### config.mk
export PLATFORM = sky130hd
export DESIGN_NAME = alu_share_arbiter
export DESIGN_NICKNAME = d
export VERILOG_FILES = /design/src/rtl/alu_share_arbiter.sv
export SDC_FILE = /design/constraint.sdc
export NUM_CORES = 1
export LEC_CHECK = 0
export ABC_AREA = 0
export CAP_MARGIN = 20
export CORE_MARGIN = 8
export CORE_UTILIZATION = 38
export DETAILED_ROUTE_END_ITERATION = 12
export GPL_ROUTABILITY_DRIVEN = 0
export PLACE_DENSITY_LB_ADDON = 0.1
export RECOVER_POWER = 25
export SLEW_MARGIN = 10
export SYNTH_ARGS = -nofsm -noshare
export SYNTH_HDL_FRONTEND = slang
export SYNTH_SLANG_ARGS = --single-unit
### constraint.sdc
create_clock -name clock -period 2.3 [get_ports clock]
set_input_delay 0.69 -clock clock [delete_from_list [all_inputs] [get_ports clock]]
set_output_delay 0.69 -clock clock [all_outputs]
set_load 0.005 [all_outputs]
### src/rtl/alu_share_arbiter.sv
// alu_share_arbiter: shares one combinational ALU between two requesters.
// Round-robin arbitration with valid/ready on both sides. The winning request
// is latched into registers that drive the ALU. The ALU outputs are captured
// into a response register, which is held until the consumer accepts it.
//
// Optional build macro: ALU_ILLEGAL_OP_CHECK_EN
//   When it is defined, opcodes above 5'd5 are rejected without reaching the
//   ALU. The response then arrives one cycle after accept, with resp_err=1 and
//   zeroed data and flags.
//   When it is undefined, every opcode goes to the ALU and resp_err stays 0.
//
// Handshake rules:
//   - A request transfers on a rising edge where reqN_valid && reqN_ready.
//   - reqN_ready is combinational and is raised for the granted port only.
//   - A response transfers on a rising edge where resp_valid && resp_ready.
//   - resp_* stay stable while resp_valid && !resp_ready.
module alu_share_arbiter #(
  parameter int DATA_W = 32,
  parameter int TAG_W  = 4
) (
  input  logic              clock,
  input  logic              reset,
  input  logic              req0_valid,
  output logic              req0_ready,
  input  logic [DATA_W-1:0] req0_opA,
  input  logic [DATA_W-1:0] req0_opB,
  input  logic [4:0]        req0_opcode,
  input  logic [4:0]        req0_shamt,
  input  logic [TAG_W-1:0]  req0_tag,
  input  logic              req1_valid,
  output logic              req1_ready,
  input  logic [DATA_W-1:0] req1_opA,
  input  logic [DATA_W-1:0] req1_opB,
  input  logic [4:0]        req1_opcode,
  input  logic [4:0]        req1_shamt,
  input  logic [TAG_W-1:0]  req1_tag,
  output logic [DATA_W-1:0] alu_operandA,
  output logic [DATA_W-1:0] alu_operandB,
  output logic [4:0]        alu_opcode,
  output logic [4:0]        alu_shamt,
  input  logic [DATA_W-1:0] alu_result,
  input  logic              alu_isNotEqual,
  input  logic              alu_isLessThan,
  input  logic              alu_overflow,
  output logic              resp_valid,
  input  logic              resp_ready,
  output logic              resp_id,
  output logic [TAG_W-1:0]  resp_tag,
  output logic [DATA_W-1:0] resp_result,
  output logic              resp_ne,
  output logic              resp_lt,
  output logic              resp_ovf,
  output logic              resp_err,
  output logic [1:0]        dbg_state_o
);

  typedef enum logic [1:0] {
    ST_IDLE = 2'd0,
    ST_EXEC = 2'd1,
    ST_RESP = 2'd2
  } state_e;

  state_e             state_q;
  logic               last_grant_q;
  logic               pend_id_q;
  logic [TAG_W-1:0]   pend_tag_q;
  logic [DATA_W-1:0]  alu_a_q;
  logic [DATA_W-1:0]  alu_b_q;
  logic [4:0]         alu_op_q;
  logic [4:0]         alu_sh_q;
  logic               resp_valid_q;
  logic               resp_id_q;
  logic [TAG_W-1:0]   resp_tag_q;
  logic [DATA_W-1:0]  resp_result_q;
  logic               resp_ne_q;
  logic               resp_lt_q;
  logic               resp_ovf_q;
  logic               resp_err_q;

  logic               can_accept;
  logic               grant_vld;
  logic               grant_id;
  logic               accept;
  logic [DATA_W-1:0]  sel_a;
  logic [DATA_W-1:0]  sel_b;
  logic [4:0]         sel_op;
  logic [4:0]         sel_sh;
  logic [TAG_W-1:0]   sel_tag;
  logic               sel_illegal;

  // Arbitration: pick the winner, raise its ready and mux its request fields.
  always_comb begin
    // While reset is held, nothing is accepted.
    can_accept = reset && ((state_q == ST_IDLE) ||
                           ((state_q == ST_RESP) && resp_ready));
    grant_vld  = req0_valid | req1_valid;
    if (req0_valid && req1_valid) begin
      grant_id = ~last_grant_q;
    end else begin
      grant_id = req1_valid;
    end
    accept     = can_accept && grant_vld;
    req0_ready = accept && !grant_id;
    req1_ready = accept && grant_id;
    sel_a      = grant_id ? req1_opA    : req0_opA;
    sel_b      = grant_id ? req1_opB    : req0_opB;
    sel_op     = grant_id ? req1_opcode : req0_opcode;
    sel_sh     = grant_id ? req1_shamt  : req0_shamt;
    sel_tag    = grant_id ? req1_tag    : req0_tag;
`ifdef ALU_ILLEGAL_OP_CHECK_EN
    sel_illegal = (sel_op > 5'd5);
`else
    sel_illegal = 1'b0;
`endif
  end

  // Control FSM: operand latch, one EXEC cycle, then hold the response.
  always_ff @(posedge clock or negedge reset) begin
    if (!reset) begin
      state_q       <= ST_IDLE;
      last_grant_q  <= 1'b1;
      pend_id_q     <= 1'b0;
      pend_tag_q    <= '0;
      alu_a_q       <= '0;
      alu_b_q       <= '0;
      alu_op_q      <= '0;
      alu_sh_q      <= '0;
      resp_valid_q  <= 1'b0;
      resp_id_q     <= 1'b0;
      resp_tag_q    <= '0;
      resp_result_q <= '0;
      resp_ne_q     <= 1'b0;
      resp_lt_q     <= 1'b0;
      resp_ovf_q    <= 1'b0;
      resp_err_q    <= 1'b0;
    end else begin
      case (state_q)
        ST_EXEC: begin
          resp_valid_q  <= 1'b1;
          resp_id_q     <= pend_id_q;
          resp_tag_q    <= pend_tag_q;
          resp_result_q <= alu_result;
          resp_ne_q     <= alu_isNotEqual;
          resp_lt_q     <= alu_isLessThan;
          resp_ovf_q    <= alu_overflow;
          resp_err_q    <= 1'b0;
          state_q       <= ST_RESP;
        end
        ST_RESP: begin
          if (resp_ready) begin
            resp_valid_q <= 1'b0;
            state_q      <= ST_IDLE;
          end
        end
        default: ;
      endcase
      // Accept happens only in IDLE or RESP, so it never overlaps EXEC.
      // When it does happen, it overrides the state chosen above.
      if (accept) begin
        last_grant_q <= grant_id;
        pend_id_q    <= grant_id;
        pend_tag_q   <= sel_tag;
        if (sel_illegal) begin
          // Rejected opcode: answer at once, leave the ALU inputs untouched.
          resp_valid_q  <= 1'b1;
          resp_id_q     <= grant_id;
          resp_tag_q    <= sel_tag;
          resp_result_q <= '0;
          resp_ne_q     <= 1'b0;
          resp_lt_q     <= 1'b0;
          resp_ovf_q    <= 1'b0;
          resp_err_q    <= 1'b1;
          state_q       <= ST_RESP;
        end else begin
          alu_a_q  <= sel_a;
          alu_b_q  <= sel_b;
          alu_op_q <= sel_op;
          alu_sh_q <= sel_sh;
          state_q  <= ST_EXEC;
        end
      end
    end
  end

  assign alu_operandA = alu_a_q;
  assign alu_operandB = alu_b_q;
  assign alu_opcode   = alu_op_q;
  assign alu_shamt    = alu_sh_q;
  assign resp_valid   = resp_valid_q;
  assign resp_id      = resp_id_q;
  assign resp_tag     = resp_tag_q;
  assign resp_result  = resp_result_q;
  assign resp_ne      = resp_ne_q;
  assign resp_lt      = resp_lt_q;
  assign resp_ovf     = resp_ovf_q;
  assign resp_err     = resp_err_q;
  assign dbg_state_o  = state_q;

endmodule

* After elaboration in Yosys (flattened, before gate mapping)
Index checks and enable logic that the tools add are counted.
** Storage, ports and cells
- Logic and storage cells :: 45
- Register bits after elaboration :: 123
- Input bits :: 196
** Cells by class
- Equality and inequality tests :: 4
- Reduce and logical (&&, ||, !) cells :: 13
- Bitwise logic cells :: 2
- Muxes and demuxes :: 11
** Operator list (number)
- $mux W32 :: 2
- $mux W5 :: 2
- $logic_and A1 B1 Y1 :: 6
- $mux W2 :: 2
- $mux W4 :: 1
- $pmux W2 S2 :: 1
- $reduce_and A2 Y1 :: 2
- $ne A3 B3 Y1 const B :: 1
- $reduce_bool A3 Y1 :: 1
- $eq A2 B1 Y1 const B :: 1
- $eq A2 B2 Y1 const B :: 1
- $logic_not A2 Y1 :: 1
- $mux W1 :: 2
- $ne A2 B2 Y1 const B :: 1
- $pmux W1 S2 :: 1
- $reduce_bool A2 Y1 :: 1
- $logic_not A1 Y1 :: 1
- $logic_or A1 B1 Y1 :: 1
- $not A1 Y1 :: 1
- $or A1 B1 Y1 :: 1

* Logic depth before layout (Yosys ltp)
Gate-level depths: netlist of run 1.
- Depth in word-level cells :: 7
- Depth in mapped cells :: 7
- Depth with buffers taken out :: 3

* Least setup slack after synthesis of run 1
OpenSTA, ideal clock, no wires.
- Path type :: input to output
- Start :: in req0_valid
- End :: out req1_ready
- Data arrival time :: 1.574 ns
- Path slack :: 0.036 ns
- Buffers on the path :: 3
- Stages :: 5
- Required time :: 1.610 ns
- Path through :: and2_1 clkbuf_1 buf_2 buf_1 nor3b_1
** Between the ends
- Longest elaborated chain between the ends :: 3
- Elaborated cells between the ends (all ways) :: 5
- Classes of those cells :: mux: 1; bitwise: 1; reduce/logical: 3
** RTL lines
- from (decl) :: line 23 : input logic req0_valid,
- $or A1 B1 Y1 or $logic_and A1 B1 Y1 (tied branches) :: line 96, 97
- $logic_and A1 B1 Y1 or $mux W1 (tied branches) :: line 102, 97
- $logic_and A1 B1 Y1 * :: line 104 : req1_ready = accept && grant_id;
- to (decl) :: line 31 : output logic req1_ready,
Mark *: on every way between the ends. The rest lies on a longest branch, timed or not.

* Final worst setup path of run 1
- Start :: in resp_ready
- End :: reg alu_a_q[27] (netlist: alu_operandA[27])
** Between the ends
- Longest elaborated chain between the ends :: 4
** RTL lines
- from (decl) :: line 46 : input logic resp_ready,
- $logic_and A1 B1 Y1 :: line 95 : ((state_q == ST_RESP) && resp_ready));
- $logic_or A1 B1 Y1 :: line 94 : can_accept = reset && ((state_q == ST_IDLE) ||
- $logic_and A1 B1 Y1 :: line 94
- $logic_and A1 B1 Y1 :: line 102 : accept = can_accept && grant_vld;
- to (signal assigned) :: line 175 : alu_a_q <= sel_a;
- to (decl) :: line 67 : logic [DATA_W-1:0] alu_a_q;
Every way passes these cells.
A chain may end at the register's enable or synchronous reset.

==> results of run 1 <==
-- cells in the mapped netlist (2+ instances only) --
cell type and count:
or2_2 2, a21oi_1 2, buf_2 7, inv_1 3, mux2_2 40, dfrtp_1 122
nand2_1 81, buf_1 2, clkbuf_1 46, nand2b_1 2, nor4_1 78, a221o_1 78
buf_6 2
-- worst paths after layout --
path,startpoint,endpoint,slack (ns),depth (start not counted)
worst max-delay path,resp_ready,alu_operandA[27]$_DFFE_PN0P_,0.05,7
worst min-delay path,resp_id$_DFFE_PN0P_,resp_id$_DFFE_PN0P_,0.50,1
worst max register to register,dbg_state_o[1]$_DFFE_PN0P_,alu_operandA[29]$_DFFE_PN0P_,0.13,6
worst min register to register,resp_id$_DFFE_PN0P_,resp_id$_DFFE_PN0P_,0.50,1
max in group asynchronous,reset,alu_operandA[7]$_DFFE_PN0P_,0.41,4
min in group asynchronous,reset,resp_id$_DFFE_PN0P_,0.63,2
-- registers in the layout, indices dropped and copies added, names as in the netlist --
register / flops
resp_lt: 1
resp_valid: 1
last_grant_q: 1
pend_tag_q: 4
resp_tag: 4
alu_operandB: 32
resp_ovf: 1
resp_id: 1
alu_operandA: 32
alu_shamt: 5
dbg_state_o: 2
resp_ne: 1
alu_opcode: 5
resp_result: 32
pend_id_q: 1
-- timing repair --
action,in CTS,in global routing
hold endpoints to repair,0,0
setup buffers,1,0
resized for setup,17,0
setup endpoints to repair,81,0
-- area by class of cell --
type	count	area, sq um
clock buffer	20	447
clock inverter	12	170
fill	1084	4850
inverter	3	11.3
multi-input combinational	296	2180
sequential	123	3080
tap	184	230
timing repair buffer	338	3340
-- metal layers --
layer,vias to the layer above,routed length (um),track usage [%]
li1,2466,-,-
met1,2609,8440,26.2
met2,261,10100,36.5
met3,40,2290,9.31
met4,0,531,8.91
met5,-,0,0
-- kinds of logic (layout without fill, tap and decap cells) --
| group | count (synthesis) | after routing |
|---|---|---|
| AOI/OAI and AO/OA | 84 | 84 |
| buffers and inverters | 61 | 373 |
| DFF | 123 | 123 |
| other | 1 | 1 |
| and+or+nand+nor | 171 | 171 |
| muxes | 40 | 40 |
-- metrics by stage --
step | total power, mW | cells
CTS | 11.8 | 975
detailed placement | 8.97 | 942
global route | 12.4 | 976
global placement | 8.85 | 942
floorplan | 5.80 | 480
finish | 11.7 | 976
-- power breakdown --
part / internal, mW / switching [mW]
combinational: 3.17 / 1.91
clock: 1.83 / 0.957
sequential: 3.23 / 0.605
==> out/results.ini, run 1 <==
[status]
status=complete, no violations

[routing]
drtIter0Drc=232
antenna_left=0
viasPerCell=5.51
dr.pass1.iters=4
num_vias=5376
routed_wirelength_um=21400
drc=0
wl_per_cell_um=21.9

[critical_path]
endpoint_kind=register
path_common_cell=buf_4
path_class=in2reg
critical_path.top_delay_family=buffers and inverters
crit_fanout=55
path_cells=buf_2 > and2b_4 > buf_6 > buf_4 > buf_4 > nor4_1 > a221o_1
cpPeakStageDelay_ns=0.56
crit_buf_inv=4
required_ns=2.59
cp_slowest_cell=buf_4
cp-start-kind=input port
cp_data_arrival_time_ns=2.54

[min_path]
hold_path.class=reg2reg

[yosys]
synth_cell_types=28
synth_xor_area_share_pct=0
async_reset_ff_share_pct=100
synthTopCellsByArea=dfrtp_1 (56%), a221o_1 (14%), nor4_1 (8.9%)
ys_seq_area_share_pct=56.0
ys_warn_count=0
syn_area_sq_mm=0.00550
yosys.area.top_type_share_pct=55.5
synth_adder_area_share_pct=0
synth_compound_area_share_pct=14.9
synth_edf_count=0
muxShareOfSynthArea_pct=8.19
synth_area_leader_cell=dfrtp_1
synth_top_family_by_area=simple AND/OR/NAND/NOR gates
yosys.area_share.simple_pct=16.2
synthFlopType=dfrtp_1
postSynthCellCount=480
synth_nets=676
synth_area_per_cell_sq_um=11.5
ys_seq_elements=123

[floorplan]
die_w_um=136
die_height_um=136
ioPinCount=316
core_sq_mm=0.0143
num_rows=44
start_util_pct=38.4
die_area_sq_mm=0.0186

[sta]
fmax_ghz=0.444
holdWs_ns=0.503
tns_ns=0
finClkSkew_ns=0.00477
worst_slew_pin_slew_ns=1.01
fin_ws_ns=0.0489
fin_crit_ns=2.25
rsz0062_at_grt=false
period_share_pct=97.9
slew_headroom_pct=32.6
maxSlewViolCount=0
setup_viol=0
finalHoldViolations=0

[layout]
fin_area_sq_mm=0.00946
finish.utilization_pct=66.1
final_common_cell=clkdlybuf4s50_1
drive_gt1_share_pct=13.8
area_growth_pct=72.1
layout_common_cells=clkdlybuf4s50_1 (308), dfrtp_1 (122), nand2_1 (81), nor4_1 (78), a221o_1 (78)
nNetsFinal=975
diodes=0

[pwr]
ir_worst_vdd_mv=0.521
powerDensity_mw_per_mm2=1240
power.leakage_nw=3.86

[cts]
clock_path_buffers=2
htreeDepth=4
cts.clk_slew.worst_paths_ns=0.06
cts_root_buf=clkbuf_16
clock_latency_ns=0.41
cts_tree=done
numCtsBuffers=17
cts_hold_buf=0
cts_sinks=123

[grt]
grt_pass1_wl_um=32400
grt_usage_pct=22.6
antenna_found_initial=0
overflow=0
grt_pass1_vias=5642
grt_max_degree=86

[placed_design]
place_ws_ns=-0.843
io_buffers=314
dp_hpwl_um=15100
postPlaceCellArea_sq_mm=0.00883

[job]
cap_violations=0

Power figures use the tool's default switching activity.
==> inputs of run 2 (changes only) <==
==> constraint.sdc (replaced) <==
create_clock -name clock -period 2.3 [get_ports clock]
set_input_delay 0.69 -clock clock [delete_from_list [all_inputs] [get_ports clock]]
set_output_delay 0.69 -clock clock [all_outputs]
set_load 0.01 [all_outputs]
==> out/results.ini, run 2 (synthesis gave the netlist of run 1 again) <==
[cts]
cts.clk_slew.worst_paths_ns=0.05
clock_path_buffers=2
cts_sinks=123
cts_tree=done
htreeDepth=4
cts_hold_buf=0
numCtsBuffers=17
cts_root_buf=clkbuf_16
clock_latency_ns=0.41

[sta]
rsz0062_at_grt=true
maxSlewViolCount=0
fin_crit_ns=2.24
setup_viol=0
slew_headroom_pct=39.2
worst_slew_pin_slew_ns=0.913
period_share_pct=97.4
finClkSkew_ns=0.0132
finalHoldViolations=0
fmax_ghz=0.447

[floorplan]
die_area_sq_mm=0.0186
core_sq_mm=0.0143
ioPinCount=316
die_height_um=136
num_rows=44
die_w_um=136
start_util_pct=38.4

[placed_design]
dp_hpwl_um=15400
io_buffers=314
dp_cells=941

[layout]
area_growth_pct=70.0
drive_gt1_share_pct=13.4
nNetsFinal=972
stdcell_count=974
final_common_cell=clkdlybuf4s50_1
fillerInstances=1154
finish.utilization_pct=65.3
layout_common_cells=clkdlybuf4s50_1 (308), dfrtp_1 (122), nand2_1 (81), nor4_1 (78), a221o_1 (78)

[critical_path]
cp-start-kind=input port
r2r_cells=5
timing.critical_path.from=resp_ready
cp_data_arrival_time_ns=1.55
required_ns=1.61
endpoint_kind=output port
r2r_start=dbg_state_o[1]$_DFFE_PN0P_
path_class=in2out
crit_fanout=3

[routing]
antenna_left=0
drc=0
num_vias=5492
viasPerCell=5.64
drtIter0Drc=334
routed_wirelength_um=21600
wl_per_cell_um=22.2
dr.pass1.iters=4

[min_path]
hold_path.class=reg2reg
hold_start=resp_lt$_DFFE_PN0P_
min_delay_path_depth=1

[grt]
grt_max_degree=79
grt_pass1_vias=5780
grt_pass1_wl_um=32600
grt_usage_pct=22.6
overflow=0
antenna_found_initial=1

[job]
cap_violations=0

[pwr]
ir_worst_vdd_mv=0.592
power.leakage_nw=3.79
powerDensity_mw_per_mm2=1250
total_power_mw=11.7

[status]
status=complete, no violations

-- run 2: cell types whose count changed in the layout (fill, tap and decap cells not counted), sizes merged --
cell / previous run / this run
diode: 0 / 1
clkinv: 6 / 7
clkbuf: 22 / 21
inv: 4 / 3
bufinv: 4 / 0
buf: 27 / 25
clkinvlp: 1 / 5
-- run 2: power breakdown --
group          total, mW  internal [mW]  switching (mW)
combinational       5.49           3.19            2.30
sequential          3.84           3.23           0.613
clock               2.36           1.39           0.966
total               11.7           7.81            3.88
-- run 2: final timing paths --
path / end / slack [ns]
min reg2reg: resp_lt$_DFFE_PN0P_ / 0.50
max reg2reg: alu_operandA[31]$_DFFE_PN0P_ / 0.20
max in group asynchronous: alu_operandA[27]$_DFFE_PN0P_ / 0.47
max: req0_ready / 0.06
min in group asynchronous: alu_operandA[11]$_DFFE_PN0P_ / 0.62
min: resp_lt$_DFFE_PN0P_ / 0.50
-- run 2: layout make-up --
cell class                 count  area [sq um]  area share, %
timing repair buffer         335          3310           35.4
sequential                   123          3080           32.9
multi-input combinational    296          2190           23.4
clock buffer                  20           447           4.78
tap                          184           230           2.46
clock inverter                12          76.3          0.816
inverter                       3          11.3          0.120
antenna                        1          2.50         0.0268
-- run 2: worst max-delay path, stage by stage --
cell     delay [ns]
buf_2          0.09
and2b_4        0.19
buf_6          0.12
nor4b_4        0.28
buf_2          0.18
-- run 2: what timing repair did --
action	4_1_cts	5_1_grt
cloned	0	0
endpoints found under the setup margin	80	2
setup buffers	0	0
resized for setup	14	2
pin swaps	1	1
-- run 2: metal layers --
| layer | vias to the layer above | share of wire, % | track usage [%] |
|---|---|---|---|
| li1 | 2452 | - | - |
| met1 | 2732 | 39 | 26.6 |
| met2 | 285 | 49 | 37.1 |
| met3 | 21 | 10 | 9.50 |
| met4 | 2 | 1.5 | 6.47 |
| met5 | - | 0.060 | 0 |
-- run 2: stage by stage --
step / setup TNS [ns] / worst slack [ns] / hold slack, ns / area, sq um
2_1_floorplan: 0 / 0.0163 / 0.394 / 5510
3_3_place_gp: -42.42 / -0.808 / 0.487 / 8840
3_5_place_dp: -45.73 / -0.797 / 0.495 / 8840
4_1_cts: 0 / 0.00497 / 0.506 / 9350
5_1_grt: -0.00865 / -0.00865 / 0.518 / 9350
6_report: 0 / 0.0606 / 0.501 / 9350
==> inputs of run 3 (changes only) <==
--- a/config.mk
+++ b/config.mk
@@ -9,6 +9,7 @@
 export CAP_MARGIN = 20
 export CORE_MARGIN = 8
 export CORE_UTILIZATION = 38
+export CTS_CLUSTER_SIZE = 28
 export DETAILED_ROUTE_END_ITERATION = 12
 export GPL_ROUTABILITY_DRIVEN = 0
 export PLACE_DENSITY_LB_ADDON = 0.1
==> results of run 3 <==
Same layout as run 2: the final DEF is identical, and so are final timing and power.
